$ cat src/rtl/mc_ctrl.sv
// Multicycle MIPS main control FSM: sequences fetch/decode/execute/writeback
// and drives datapath selects, write enables and the 3-bit ALU operation code.
module mc_ctrl #(
  parameter int MEM_LAT = 1
) (
  input  logic       clk,
  input  logic       rst_n,
  input  logic [5:0] opcode,
  input  logic [5:0] funct,
  input  logic       zero,
  output logic [2:0] alu_op,
  output logic       alu_src_a,
  output logic [1:0] alu_src_b,
  output logic       iord,
  output logic       mem_write,
  output logic       ir_write,
  output logic       reg_dst,
  output logic       mem_to_reg,
  output logic       reg_write,
  output logic [1:0] pc_source,
  output logic       pc_en,
  output logic       illegal,
  output logic [3:0] state
);

  localparam int CW = $clog2(MEM_LAT) + 1;
  localparam logic [CW-1:0] CNT_LAST = CW'(MEM_LAT - 1);

  typedef enum logic [3:0] {
    S_FETCH  = 4'd0,
    S_DECODE = 4'd1,
    S_MEMADR = 4'd2,
    S_MEMRD  = 4'd3,
    S_MEMWB  = 4'd4,
    S_MEMWR  = 4'd5,
    S_EXEC   = 4'd6,
    S_ALUWB  = 4'd7,
    S_BRANCH = 4'd8,
    S_ADDIEX = 4'd9,
    S_ADDIWB = 4'd10,
    S_JUMP   = 4'd11
  } state_t;

  state_t        state_q, state_d;
  logic [CW-1:0] cnt_q, cnt_d;
  logic          cnt_done_s;
  logic          rtype_ok_s;
  logic          legal_s;
  logic [2:0]    funct_alu_s;
  logic          pc_write_s;
  logic          branch_s;

  assign cnt_done_s = (cnt_q == CNT_LAST);

  // Instruction decode: R-type funct to ALU op, and overall legality
  always_comb begin
    rtype_ok_s  = 1'b0;
    funct_alu_s = 3'b000;
    case (funct)
      6'b100000: begin rtype_ok_s = 1'b1; funct_alu_s = 3'b000; end
      6'b100010: begin rtype_ok_s = 1'b1; funct_alu_s = 3'b011; end
      6'b100100: begin rtype_ok_s = 1'b1; funct_alu_s = 3'b100; end
      6'b100101: begin rtype_ok_s = 1'b1; funct_alu_s = 3'b010; end
      6'b101010: begin rtype_ok_s = 1'b1; funct_alu_s = 3'b111; end
      default:   begin rtype_ok_s = 1'b0; funct_alu_s = 3'b000; end
    endcase
    case (opcode)
      6'b100011, 6'b101011, 6'b000100, 6'b001000, 6'b000010: legal_s = 1'b1;
      6'b000000: legal_s = rtype_ok_s;
      default:   legal_s = 1'b0;
    endcase
  end

  // Next-state and wait-counter logic; the counter clears on every state exit
  always_comb begin
    state_d = state_q;
    cnt_d   = '0;
    case (state_q)
      S_FETCH: begin
        if (cnt_done_s) begin
          state_d = S_DECODE;
        end else begin
          cnt_d = cnt_q + CW'(1);
        end
      end
      S_DECODE: begin
        case (opcode)
          6'b100011, 6'b101011: state_d = S_MEMADR;
          6'b000000: state_d = rtype_ok_s ? S_EXEC : S_FETCH;
          6'b000100: state_d = S_BRANCH;
          6'b001000: state_d = S_ADDIEX;
          6'b000010: state_d = S_JUMP;
          default:   state_d = S_FETCH;
        endcase
      end
      S_MEMADR: state_d = (opcode == 6'b100011) ? S_MEMRD : S_MEMWR;
      S_MEMRD: begin
        if (cnt_done_s) begin
          state_d = S_MEMWB;
        end else begin
          cnt_d = cnt_q + CW'(1);
        end
      end
      S_EXEC:   state_d = S_ALUWB;
      S_ADDIEX: state_d = S_ADDIWB;
      S_MEMWB, S_MEMWR, S_ALUWB, S_BRANCH, S_ADDIWB, S_JUMP: state_d = S_FETCH;
      default:  state_d = S_FETCH;
    endcase
  end

  // State and counter registers with synchronous active-low reset
  always_ff @(posedge clk) begin
    if (!rst_n) begin
      state_q <= S_FETCH;
      cnt_q   <= '0;
    end else begin
      state_q <= state_d;
      cnt_q   <= cnt_d;
    end
  end

  // Moore output decode; everything held at 0 while reset is asserted
  always_comb begin
    alu_op     = 3'b000;
    alu_src_a  = 1'b0;
    alu_src_b  = 2'b00;
    iord       = 1'b0;
    mem_write  = 1'b0;
    ir_write   = 1'b0;
    reg_dst    = 1'b0;
    mem_to_reg = 1'b0;
    reg_write  = 1'b0;
    pc_source  = 2'b00;
    illegal    = 1'b0;
    pc_write_s = 1'b0;
    branch_s   = 1'b0;
    state      = 4'd0;
    if (!rst_n) begin
      state = 4'd0;
    end else begin
      state = state_q;
      case (state_q)
        S_FETCH: begin
          alu_src_b  = 2'b01;
          ir_write   = cnt_done_s;
          pc_write_s = cnt_done_s;
        end
        S_DECODE: begin
          alu_src_b = 2'b11;
          illegal   = ~legal_s;
        end
        S_MEMADR: begin
          alu_src_a = 1'b1;
          alu_src_b = 2'b10;
        end
        S_MEMRD: iord = 1'b1;
        S_MEMWB: begin
          mem_to_reg = 1'b1;
          reg_write  = 1'b1;
        end
        S_MEMWR: begin
          iord      = 1'b1;
          mem_write = 1'b1;
        end
        S_EXEC: begin
          alu_src_a = 1'b1;
          alu_op    = funct_alu_s;
        end
        S_ALUWB: begin
          reg_dst   = 1'b1;
          reg_write = 1'b1;
        end
        S_BRANCH: begin
          alu_src_a = 1'b1;
          alu_op    = 3'b011;
          pc_source = 2'b01;
          branch_s  = 1'b1;
        end
        S_ADDIEX: begin
          alu_src_a = 1'b1;
          alu_src_b = 2'b10;
        end
        S_ADDIWB: reg_write = 1'b1;
        S_JUMP: begin
          pc_source  = 2'b10;
          pc_write_s = 1'b1;
        end
        default: state = state_q;
      endcase
    end
    pc_en = pc_write_s | (branch_s & zero);
  end

endmodule

$ cat config.mk
export PLATFORM = sky130hd
export DESIGN_NAME = mc_ctrl
export DESIGN_NICKNAME = d
export VERILOG_FILES = /design/src/rtl/mc_ctrl.sv
export SDC_FILE = /design/constraint.sdc
export NUM_CORES = 1
export LEC_CHECK = 0
export CAP_MARGIN = 20
export CORE_AREA = 4 4 45 47
export CTS_CLUSTER_SIZE = 40
export DETAILED_ROUTE_END_ITERATION = 8
export DIE_AREA = 0 0 49 51
export PLACE_DENSITY = 0.89
export SETUP_SLACK_MARGIN = 0.15
export SYNTH_ARGS = -nofsm -noshare
export SYNTH_HDL_FRONTEND = slang
export SYNTH_SLANG_ARGS = --single-unit
export TNS_END_PERCENT = 5
$ cat constraint.sdc
create_clock -name clk -period 2.5 [get_ports clk]
set_input_delay 0.5 -clock clk [delete_from_list [all_inputs] [get_ports clk]]
set_output_delay 0.5 -clock clk [all_outputs]
set_load 0.01 [all_outputs]
==> results of run 1 <==
==> repair_timing <==
| item | CTS | global route |
|---|---|---|
| setup buffers | 0 | 2 |
| setup endpoints to repair | 18 | 10 |
| gates resized for setup | 19 | 6 |
| pin swaps | 1 | 0 |
==> layout by cell type, fill, tap and decap left out, types with 2 or more instances in the layout <==
master / synthesis / routed
a21oi_1: 8 / 8
a31oi_1: 2 / 2
and2_1: 2 / 2
buf_2: 2 / 2
buf_4: 0 / 19
buf_6: 0 / 2
clkbuf_4: 0 / 3
clkdlybuf4s50_1: 0 / 26
dfxtp_1: 5 / 4
dlygate4sd2_1: 0 / 4
inv_1: 3 / 3
nand2_1: 9 / 9
nand2b_1: 5 / 4
nand3_1: 4 / 4
nand4_1: 2 / 2
nor2_1: 18 / 18
nor2b_1: 4 / 3
nor3_1: 8 / 8
o21ai_0: 4 / 4
or2_2: 2 / 2
==> how the worst max path moves through the flow <==
| stage | slack, ps | end | cells past startpoint | start |
|---|---|---|---|---|
| 2_1_floorplan | 610 | alu_op[1] | 5 | funct[4] |
| 3_3_place_gp | -260 | alu_op[1] | 7 | funct[4] |
| 3_5_place_dp | -330 | alu_op[1] | 7 | funct[4] |
| 4_1_cts | 90 | alu_op[1] | 7 | funct[4] |
| 5_1_grt | 40 | alu_op[1] | 7 | funct[4] |
| 6_report | 70 | alu_op[1] | 7 | funct[4] |
==> cells by family (layout without fill, tap and decap cells) <==
| kind of cell | Yosys count | count (layout) | synth area share |
|---|---|---|---|
| AOI/OAI and AO/OA | 22 | 22 | 0.225 |
| xor gates and xnor gates | 2 | 2 | 0.0277 |
| buffers and inverters | 8 | 63 | 0.0514 |
| DFF | 5 | 5 | 0.158 |
| muxes | 1 | 1 | 0.0158 |
| other | 1 | 1 | 0.00592 |
| and+or+nand+nor | 63 | 63 | 0.516 |
==> cell type report <==
class / count / area (um^2) / share of cell area
Tap cell: 17 / 21.3 / 0.0176
Inverter: 3 / 11.3 / 0.00930
Sequential cell: 5 / 101 / 0.0837
Multi-Input combinational cell: 89 / 538 / 0.444
Timing Repair Buffer: 56 / 513 / 0.424
Clock buffer: 4 / 26.3 / 0.0217
==> cell usage after synthesis (2+ instances only) <==
cell,n,area (um^2)
nor2_1,18,67.6
nand3_1,4,20.0
o21ai_0,4,20.0
dfxtp_1,5,100
nand2_1,9,33.8
nor4_1,2,12.5
buf_2,2,10.0
nand4_1,2,12.5
nor2b_1,4,25.0
a31oi_1,2,12.5
clkbuf_1,3,11.3
or2_2,2,12.5
and2_1,2,12.5
inv_1,3,11.3
nand2b_1,5,31.3
nor3_1,8,40.0
a21oi_1,8,40.0
==> critical path, stage by stage <==
cell and delay [ps]:
clkdlybuf4s50_1 390, nand2b_1 170, or3_4 340, nor3b_2 150
nor2_1 70, o22ai_2 150, buf_2 150
==> flip-flops by register name, summed over array words and instances, names as in the netlist <==
register and flops:
cnt_q 1, state_q 4
==> routing by layer <==
metal,share of wire,vias up
li1,-,473
met1,0.39,443
met2,0.53,47
met3,0.056,6
met4,0.020,0
met5,0,-
==> power breakdown <==
group	internal [mW]	switching, mW	leakage (nW)	total [mW]
clock network	0.0603	0.0323	0.0150	0.0926
logic	0.0570	0.0447	0.472	0.102
registers	0.0830	0.00619	0.0412	0.0892
total	0.200	0.0832	0.528	0.284
==> impl_results.md, run 1 <==
* All-Layer GR Usage at 0.187
* Initial antenna violation count at 0
* Post-layout util at 0.733
* Worst reg2reg path depth at 7
* Worst Path Required at around 2000 ps
* Worst Path Arrival at approximately 1900 ps
* Met3 Use GR at 0.0466
* GR Layer Usage met1 at 0.200
* Via count of the first global-routing pass at 900
* H-tree levels at 1
* Syn Area/Cell at 6.21 um^2
* Rows at 15
* Min Hold Slack at ~580 ps
* Cells after synthesis at 102
* DR vias/cell at 5.57
* # DRC at 0
* Crit path max fanout at 2
* Worst vdd ir at 0.000293 V
* Post-CTS Hold Buffers at 0
* GR peak layer: met2
* Unique cell type count in the Yosys netlist at 36
* Drt total wl at ~2.5 mm
* Wirelength per Cell at between 10 and 15 um
* Worst Skew at about 7.2 ps
* Global Route met2 Usage at 0.357
* CTS Buf Count at 3
* Core ar. at 0.00165 mm^2
* First-pass GRT wire length at around 3.9 mm
* Hold Vio Cnt, Final at 0
* Post-synthesis sequential area ratio at 0.158
* Final period utilization at 0.971
* Tmin final at about 2400 ps
* Final Setup Violations at 0
* Root Buffer: clkbuf_4
* Pre-CTS WS at -326 ps
* Largest net degree at the start of global routing at 20
* Slew Viols, Final at 0
* Ratio of cells with drive above 1 in the final layout at 0.236
* Startpoint types: primary input
* Antenna cells at 0
* Hold_sp: cnt_q
* Post-DP Area at ~0.0011 mm^2
* Reg2Reg Launch Point: state_q[2]
* Count of state elements after synthesis at 5
* Placed cell count at about 170
* Global placement routability congestion at ~0.85
* Final nets at 173
* Crit Path Category: in2out
* Setup Total Neg Slack at 0 ps
* Leak Pwr at ~0.53 nW
* Fillers at approximately 120
* Die height at about 51 um
* FF-to-FF setup slack at slightly below 1000 ps
* Clock buffer depth at 2
* Reg clk slew, reported paths at about 50 ps
* Area Overhead vs Synth at 91.3%
* DP Wirelength at 1.90 mm
* Dominant synthesized flop cell: dfxtp_1
* Insertion delay to the later sink of the worst-skew pair at 240 ps
* CTS tree: built
* Critical R2R Capture: state_q[1]
* Final Cell Area at 0.00121 mm^2
* Io pins at 35
* Total power at ~0.28 mW
* Synth Cell Area at 633 um^2
* Die area at about 0.0025 mm^2
* Power Dens Cells at 234 mW/mm^2
* 1st-pass router iterations at 4
* DRT iter0 DRCs at 28
* Unrepaired setup endpoints after global routing: true
* Initial core utilization at 0.383
* Die width at approximately 49 um
* Post-synth EDFFs at 0
* Crit end category: output pin
* Setup ws final at ~70 ps
* Final ANT Viol Nets at 0
* GR Overflow Total at 0
* Hold Path End: state_q[0]
* Synth Warn # at 0
* Ys async rst share at 0
* Status: finished clean
* F_max at between 0.4 and 0.5 GHz
* # clock sinks at 5
* WHS Path Cells at 2
* Hold/Removal Path Class: reg2reg
* Port bufs at 34
* Non-Filler Instances at roughly 170
* Routed vias at just under 1000
* Max cap viols at 0
* Synth Net Count at about 120
(Power assumes the default switching activity.)
==> run 2: changes to the inputs <==
- REMOVE_ABC_BUFFERS: unset -> 1
==> run 2 against run 1 <==
- flip-flop and latch count is the same
- register-to-register slack gained 70 ps
- non-clock buffer count shrank 2
- worst setup slack better by 52 ps
- cell count decreased by 1.1%
- clock skew fell by 6.1 ps
- clock power shrank 4.3%
- sequential share of layout area is 0.46 points higher
- largest power group unchanged
==> impl_results.md, run 2 (synthesis gave the netlist of run 1 again) <==
* Status: finished clean (unchanged)
* Hold/Removal Path Class: reg2reg (unchanged)
* Hold_sp: cnt_q (unchanged)
* FF-to-FF setup slack at 1050 ps (was 980 ps)
* Post-CTS Hold Buffers at 0 (unchanged)
* Slew Viols, Final at 0 (unchanged)
* Rows at 15 (unchanged)
* WHS Path Cells at 2 (unchanged)
* Fillers at 143 (was 119)
* Reg2Reg Launch Point: state_q[2] (unchanged)
* First-pass GRT wire length at 3.56 mm (was 3.86 mm)
* # DRC at 0 (unchanged)
* DP Wirelength at 1.84 mm (was 1.90 mm)
* Area Overhead vs Synth at 81.4% (was 91.3%)
* Power Dens Cells at 238 mW/mm^2 (was 234 mW/mm^2)
* Largest net degree at the start of global routing at 20 (unchanged)
* Hold Vio Cnt, Final at 0 (unchanged)
* Final Setup Violations at 0 (unchanged)
* Routed wl met2 at 1.17 mm (was 1.32 mm)
* Die height at 51 um (unchanged)
* Max cap viols at 0 (unchanged)
* Area of the multi-input gates at 515 um^2 (was 538 um^2)
* Port bufs at 34 (unchanged)
* Reg area at 101 um^2 (unchanged)
* Hold Path End: state_q[0] (unchanged)
* Post-CTS Setup Bufs at 0 (unchanged)
* Commonest non-fill, non-tap cell in the layout: buf_4 (was clkdlybuf4s50_1)
* Initial core utilization at 0.383 (unchanged)
* Non-Filler Instances at 172 (was 174)
* Reg clk slew, reported paths at 40 ps (was 50 ps)
* # clock sinks at 5 (unchanged)
* Setup Total Neg Slack at 0 ps (unchanged)
* Root Buffer: clkbuf_4 (unchanged)
* Met3 routed WL at 137 um (was 139 um)
* H-tree levels at 1 (unchanged)
* WL met1 at 880 um (was 979 um)
* Total power at 0.274 mW (was 0.284 mW)
* Final ANT Viol Nets at 0 (unchanged)
* Worst Skew at 1.16 ps (was 7.24 ps)
* Critical R2R Capture: state_q[1] (unchanged)
* Largest regs: state_q x4, cnt_q x1 (unchanged)
* Final Cell Area at 0.00115 mm^2 (was 0.00121 mm^2)
* Placed cell count at 168 (unchanged)
* Drt total wl at 2.24 mm (was 2.48 mm)
* Worst reg2reg path depth at 7 (unchanged)
* Io pins at 35 (unchanged)
* Initial antenna violation count at 0 (unchanged)
* Tmin final at 2380 ps (was 2430 ps)
* Max reg flops at 4 (unchanged)
* Antenna cells at 0 (unchanged)
* Wirelength per Cell at 13.0 um (was 14.3 um)
* Worst vdd ir at 0.000280 V (was 0.000293 V)
* Leak Pwr at 0.555 nW (was 0.528 nW)
* Worst Path Arrival at 1880 ps (was 1930 ps)
* Unrepaired setup endpoints after global routing: true (unchanged)
* Crit end category: output pin (unchanged)
* Startpoint types: primary input (unchanged)
* CTS tree: built (unchanged)
* Largest register by flop count: state_q (unchanged)
* Core ar. at 0.00165 mm^2 (unchanged)
* Post-layout util at 0.695 (was 0.733)
* Final period utilization at 0.950 (was 0.971)
* DR vias/cell at 5.48 (was 5.57)
* Global placement routability congestion at 0.902 (was 0.854)
* Crit Path Category: in2out (unchanged)
* Via count of the first global-routing pass at 855 (was 900)
* Die area at 0.00250 mm^2 (unchanged)
* CTS Buf Count at 3 (unchanged)
* All-Layer GR Usage at 0.177 (was 0.187)
* Routed vias at 942 (was 969)
* Most frequent cells in the layout: 19 x buf_4, 17 x nor2_1, 14 x clkdlybuf4s50_1, 14 x dlygate4sd2_1, 9 x nand2_1 (was 26 x clkdlybuf4s50_1, 19 x buf_4, 18 x nor2_1, 9 x nand2_1)
* Insertion delay to the later sink of the worst-skew pair at 230 ps (was 240 ps)
* Min Hold Slack at 575 ps (was 576 ps)
* F_max at 0.421 GHz (was 0.412 GHz)
* GR Overflow Total at 0 (unchanged)
* Setup ws final at 124 ps (was 71.9 ps)
* Max layer used: met4 (unchanged)
* Post-DP Area at 0.00112 mm^2 (unchanged)
* Final nets at 171 (was 173)
* Pre-CTS WS at -341 ps (was -326 ps)
* Ratio of cells with drive above 1 in the final layout at 0.219 (was 0.236)
* Die width at 49 um (unchanged)
* DRT iter0 DRCs at 36 (was 28)
* 1st-pass router iterations at 4 (unchanged)
* Worst Path Required at 2000 ps (about the same)
* Clock buffer depth at 2 (unchanged)
* Crit path max fanout at 3 (was 2)
==> run 2: cell types whose count changed in the layout (fill, tap and decap cells not counted) <==
cell and change:
nor4_1 +1, nor2_2 +1, nor2b_1 +1, nor4_2 -1, clkdlybuf4s50_1 -12, dlymetal6s2s_1 +1
nor3b_4 -1, nor3b_1 +1, nor2b_4 -1, nor2_1 -1, buf_6 -1, buf_12 -1
dlygate4sd2_1 +10, clkdlybuf4s15_2 +1
==> run 2: critical path, stage by stage <==
cell	delay [ps]
clkdlybuf4s50_1	450
or3_4	360
nor3b_2	190
nor2_2	70
o22ai_2	160
buf_2	160
==> run 2: worst max path at each step <==
| stage | startpoint | endpoint | slack, ps | cells past startpoint |
|---|---|---|---|---|
| 2_1_floorplan | state_q[1] | alu_op[1] | 540 | 5 |
| 3_3_place_gp | funct[4] | alu_op[1] | -270 | 7 |
| 3_5_place_dp | funct[4] | alu_op[1] | -340 | 7 |
| 4_1_cts | funct[4] | alu_op[1] | 80 | 7 |
| 5_1_grt | funct[0] | alu_op[1] | 70 | 6 |
| 6_report | funct[0] | alu_op[1] | 120 | 6 |
==> run 2: per-layer routing <==
layer,vias to the layer above,track usage
met4,0,0.112
met5,-,0
met1,418,0.193
li1,470,-
met2,46,0.311
met3,8,0.0350
==> run 2: area by class of cell <==
class / instances / share of cell area
Timing Repair Buffer: 54 / 0.412
Clock buffer: 4 / 0.0229
Inverter: 3 / 0.00980
Multi-Input combinational cell: 89 / 0.449
Tap cell: 17 / 0.0185
Sequential cell: 5 / 0.0882
==> run 2: timing repair <==
action	in CTS	in global routing
endpoints found under the setup margin	18	7
cloned	0	0
pin swaps	3	4
gates resized for setup	32	3
endpoints found under the hold margin	0	0
==> run 2: report_power, final <==
part           switching [mW]  internal, mW
Clock                  0.0286        0.0601
Combinational          0.0431        0.0536
Sequential            0.00511        0.0830
Total                  0.0768         0.197
==> run 3: changes to the inputs <==
- SKIP_CTS_REPAIR_TIMING: unset -> 1
==> run 3 against run 2 <==
- worst hold slack improved by 5.0 ps
- largest power group unchanged
- cell count unchanged
- via count increased by 0.53%
- clock skew about the same
- sequential share of layout area down 0.24 points
- largest cell class unchanged
- first-iteration DRC count fell by 28%
- worst setup slack got worse by 52 ps
- maximum frequency shrank 2.2%
- register-to-register slack better by 30 ps
- critical path depth grew 1
- global-route usage down 0.12 points
- flip-flop and latch count unchanged
==> impl_results.md, run 3 (synthesis gave the netlist of run 1 again) <==
* Unrepaired setup endpoints after global routing: true (unchanged)
* Reg2Reg Launch Point: state_q[2] (unchanged)
* Status: finished clean (unchanged)
* 1st-pass router iterations at 4 (unchanged)
* Antenna cells at 0 (unchanged)
* Largest regs: state_q x4, cnt_q x1 (unchanged)
* Io pins at 35 (unchanged)
* Clock buffer depth at 2 (unchanged)
* Reg clk slew, reported paths at 40 ps (about the same)
* Final period utilization at 0.971 (was 0.950)
* Placed cell count at 168 (unchanged)
* Routed vias at 947 (was 942)
* Largest register by flop count: state_q (unchanged)
* DR vias/cell at 5.51 (was 5.48)
* Total power at 0.277 mW (was 0.274 mW)
* Commonest non-fill, non-tap cell in the layout: clkdlybuf4s50_1 (was buf_4)
* Hold_sp: cnt_q (unchanged)
* Crit end category: output pin (unchanged)
* Routed wl met2 at 1.21 mm (was 1.17 mm)
* Max stage delay on crit path at 390 ps (was 450 ps)
* Worst Path Arrival at 1930 ps (was 1880 ps)
* Tmin final at 2430 ps (was 2380 ps)
* Max cap viols at 0 (unchanged)
* Port bufs at 34 (unchanged)
* All-Layer GR Usage at 0.176 (was 0.177)
* Max layer used: met4 (unchanged)
* GR Overflow Total at 0 (unchanged)
* Via count of the first global-routing pass at 845 (was 855)
* Max reg flops at 4 (unchanged)
* Non-Filler Instances at 172 (unchanged)
* Final Setup Violations at 0 (unchanged)
* F_max at 0.412 GHz (was 0.421 GHz)
* Initial core utilization at 0.383 (unchanged)
* Crit path max fanout at 2 (was 3)
* Crit Path Category: in2out (unchanged)
* Worst vdd ir at 0.000283 V (was 0.000280 V)
* Met3 routed WL at 129 um (was 137 um)
* Global placement routability congestion at 0.902 (unchanged)
* Die height at 51 um (unchanged)
* Worst reg2reg path depth at 7 (unchanged)
* Core ar. at 0.00165 mm^2 (unchanged)
* Power Dens Cells at 235 mW/mm^2 (was 238 mW/mm^2)
* Largest net degree at the start of global routing at 20 (unchanged)
* Die area at 0.00250 mm^2 (unchanged)
* Hold Path End: state_q[0] (unchanged)
* Startpoint types: primary input (unchanged)
* H-tree levels at 1 (unchanged)
* Drt total wl at 2.23 mm (was 2.24 mm)
* Critical R2R Capture: state_q[1] (unchanged)
* WHS Path Cells at 2 (unchanged)
* # DRC at 0 (unchanged)
* DP Wirelength at 1.84 mm (unchanged)
* Worst Skew at 0.694 ps (was 1.16 ps)
* Initial antenna violation count at 0 (unchanged)
* Insertion delay to the later sink of the worst-skew pair at 230 ps (about the same)
* First-pass GRT wire length at 3.55 mm (was 3.56 mm)
* Slew Viols, Final at 0 (unchanged)
* FF-to-FF setup slack at 1080 ps (was 1050 ps)
* Ratio of cells with drive above 1 in the final layout at 0.213 (was 0.219)
* Final nets at 171 (unchanged)
* CTS Buf Count at 3 (unchanged)
* Rows at 15 (unchanged)
* DRT iter0 DRCs at 26 (was 36)
* Critical Path, Cell by Cell: clkdlybuf4s50_1 -> nand2b_1 -> or3_4 -> nor3b_2 -> nor2_1 -> o22ai_2 -> clkbuf_2 (was clkdlybuf4s50_1 -> or3_4 -> nor3b_2 -> nor2_2 -> o22ai_2 -> buf_2)
* Worst Path Required at 2000 ps (about the same)
* Leak Pwr at 0.556 nW (was 0.555 nW)
* Final ANT Viol Nets at 0 (unchanged)
* Most frequent cells in the layout: 28 x clkdlybuf4s50_1, 19 x buf_4, 17 x nor2_1, 9 x nand2_1 (was 19 x buf_4, 17 x nor2_1, 14 x clkdlybuf4s50_1, 14 x dlygate4sd2_1, 9 x nand2_1)
* WL met1 at 861 um (was 880 um)
* CP max-delay cell: clkdlybuf4s50_1 (unchanged)
* CTS tree: built (unchanged)
* Hold Vio Cnt, Final at 0 (unchanged)
* Area Overhead vs Synth at 86.6% (was 81.4%)
* Root Buffer: clkbuf_4 (unchanged)
* Hold/Removal Path Class: reg2reg (unchanged)
* Min Hold Slack at 580 ps (was 575 ps)
* Die width at 49 um (unchanged)
* # clock sinks at 5 (unchanged)
* Wirelength per Cell at 13.0 um (about the same)
[run 3: metal layers]
metal / GRT usage / vias to the layer above
met2: 0.309 / 48
met4: 0.108 / 0
li1: - / 467
met1: 0.193 / 428
met3: 0.0350 / 4
met5: 0 / -
[run 3: metrics by stage]
stage | setup WS (ps) | instance area [um^2] | utilization | setup TNS (ps)
5_1_grt | 5.04 | 1180 | 0.715 | 0
3_5_place_dp | -341 | 1120 | 0.680 | -1050
2_1_floorplan | 543 | 612 | - | 0
6_report | 71.5 | 1180 | 0.715 | 0
4_1_cts | -347 | 1150 | 0.696 | -1100
3_3_place_gp | -266 | 1120 | 0.680 | -766
[run 3: worst max-delay path by stage]
stage                     startpoint         to  slack (ps)  cells after the start
after floorplan           state_q[1]  alu_op[1]         540                      5
after global placement      funct[4]  alu_op[1]        -270                      7
after detailed placement    funct[4]  alu_op[1]        -340                      7
after CTS                   funct[4]  alu_op[1]        -350                      7
after global routing        funct[4]  alu_op[0]           5                      7
final                       funct[4]  alu_op[1]          70                      7
[run 3: critical path, delay by kind of cell]
family / cells / cell delay [ps]
buf+inv: 2 / 550
simple gates: 4 / 740
compound gates: 1 / 140
[run 3: cell type report]
class | count | area (um^2)
tap | 17 | 21.3
fill | 127 | 470
multi-input combinational | 89 | 519
timing repair buffer | 54 | 502
clock buffer | 4 | 26.3
inverter | 3 | 11.3
sequential | 5 | 101
[run 3: report_power, final]
| group | internal (mW) | leakage (nW) | switching [mW] | total [mW] |
|---|---|---|---|---|
| clock network | 0.0600 | 0.0150 | 0.0284 | 0.0885 |
| registers | 0.0831 | 0.0412 | 0.00544 | 0.0885 |
| logic | 0.0572 | 0.500 | 0.0429 | 0.100 |
==> edit: new RTL, settings of run 2 <==
Change the parameter `MEM_LAT` from 1 to 2.
--- a/src/rtl/mc_ctrl.sv
+++ b/src/rtl/mc_ctrl.sv
@@ -2,5 +2,5 @@
 // and drives datapath selects, write enables and the 3-bit ALU operation code.
 module mc_ctrl #(
-  parameter int MEM_LAT = 1
+  parameter int MEM_LAT = 2
 ) (
   input  logic       clk,
Function: changed (a bounded check fails within 4 cycles, from zero or initial values and one cycle with rst_n low).
==> edit against run 2 <==
Setup slack better by 0.0079 ns. Sequential cell count is 1 higher. Non-clock buffer count is 7 higher. Routed wire length is 14% higher. Synthesized area is 14% higher. Sequential share of layout area is 0.91 points higher. Final area is 14% higher. Critical path type unchanged.
Power is not compared: it rests on default switching activity, and its combinational part moved more than twofold at a synthesized area within 25%.
==> edit: results <==
metrics = {
    "setup_path": {
        "critPathMaxFanout": 3,
        "r2r_setup_slack_ns": 0.89,
        "cp.arrival_ns": 1.87,
    },
    "routing": {
        "finalWirelength_um": 2550,
        "post_drt_wl_per_cell_um": 14.0,
        "vias_per_cell": 5.68,
        "firstDrtPassIters": 4,
        "first_iter_violations": 44,
    },
    "power_and_ir_drop": {
        "comb_power_uw": 306,
        "ir_drop_v": 0.000320,
        "p_sw_uw": 207,
        "clkPwrFrac_pct": 16.3,
        "swShare_pct": 38.2,
        "p_leak_nw": 0.592,
    },
    "global_routing": {
        "grt_pass1_vias": 977,
        "antenna_found_initial": 0,
        "track_usage_pct": 20.4,
        "use_met3_pct": 4.08,
        "grt_max_degree": 16,
        "grtUsageMet1_pct": 22.5,
        "use_met2_pct": 40.2,
        "grt_pass1_wl_um": 4200,
    },
    "synth": {
        "avgSynthCellArea_um2": 6.63,
        "synthTopCellsByArea": "dfxtp_1, a21oi_1, nor2_1",
        "synth-async-reset-ratio_pct": 0,
        "synth_ff_type": "dfxtp_1",
        "ys_warn_count": 0,
        "yosysUniqueCellTypes": 41,
        "seq_area_frac_synth_pct": 16.6,
        "synthTopCellsByCount": "nor2_1, a21oi_1, inv_1, nor3_1",
    },
    "placed_design": {
        "hpwl_um": 1970,
        "portBuffers": 34,
        "placedCellCount": 179,
        "place.gp.congestion": 0.840,
    },
    "clocking": {
        "clk_latency_ns": 0.24,
        "h-tree-depth": 1,
        "clockRootBuffer": "clkbuf_4",
        "numCtsBuffers": 3,
        "path_clk_slew_ns": 0.05,
        "cts_buffer_depth": 2,
        "cts_setup_buffers": 0,
    },
    "timing": {
        "relSlewSlack_pct": 76.3,
        "skew_ns": 0.00493,
        "hold_slack_ns": 0.426,
    },
    "run_status": {
        "status": "complete, no violations",
    },
    "final_layout": {
        "nFillCells": 122,
        "largestRegisters": "state_q x4, cnt_q x2",
        "n_antenna_cell": 0,
        "drive_above_1_share_pct": 26.7,
    },
    "min_path": {
        "hold_class": "reg -> reg",
    },
}
edit: final timing paths:
kind,start,end,depth (start not counted)
worst max register to register,state_q[1],state_q[1],4
worst max-delay path,opcode[2],illegal,6
worst min register to register,cnt_q[0],cnt_q[0],1
worst min-delay path,cnt_q[0],cnt_q[0],1
edit: worst max-delay path, cell delays in order:
cell and delay [ns]:
clkdlybuf4s50_1 0.45, or2_4 0.26, nor2_1 0.13, nor3_1 0.06, and3_1 0.18, dlygate4sd2_1 0.28
edit: cell families after synthesis:
kind of cell	share of synthesized area, %
and+or+nand+nor	45.2
xor gates and xnor gates	3.63
DFF	16.6
buffers and inverters	8.30
AOI/OAI and AO/OA	23.2
adders and majority gates	1.73
muxes	1.38
edit: timing repair:
item	in CTS	in global routing
gates resized for setup	21	9
endpoints found under the setup margin	18	13
pin swaps	3	3
edit: metrics by stage:
step	util, %	setup WS (ns)	cell area [um2]
after floorplan	-	0.725	689
after global placement	75.9	-0.166	1250
after detailed placement	75.9	-0.192	1250
after CTS	78.0	0.124	1290
after global routing	79.4	0.0930	1310
final	79.4	0.132	1310
edit: layout make-up:
| type | count | area share (%) |
|---|---|---|
| Tap cell | 17 | 1.62 |
| Clock buffer | 3 | 1.72 |
| Timing Repair Buffer | 61 | 41.0 |
| Sequential cell | 6 | 9.73 |
| Inverter | 7 | 2.00 |
| Multi-Input combinational cell | 88 | 43.9 |
edit: routing by layer:
metal	up-vias	routed length, um
met4	0	3
met2	50	1370
met1	476	998
li1	505	-
met5	-	0
met3	2	177
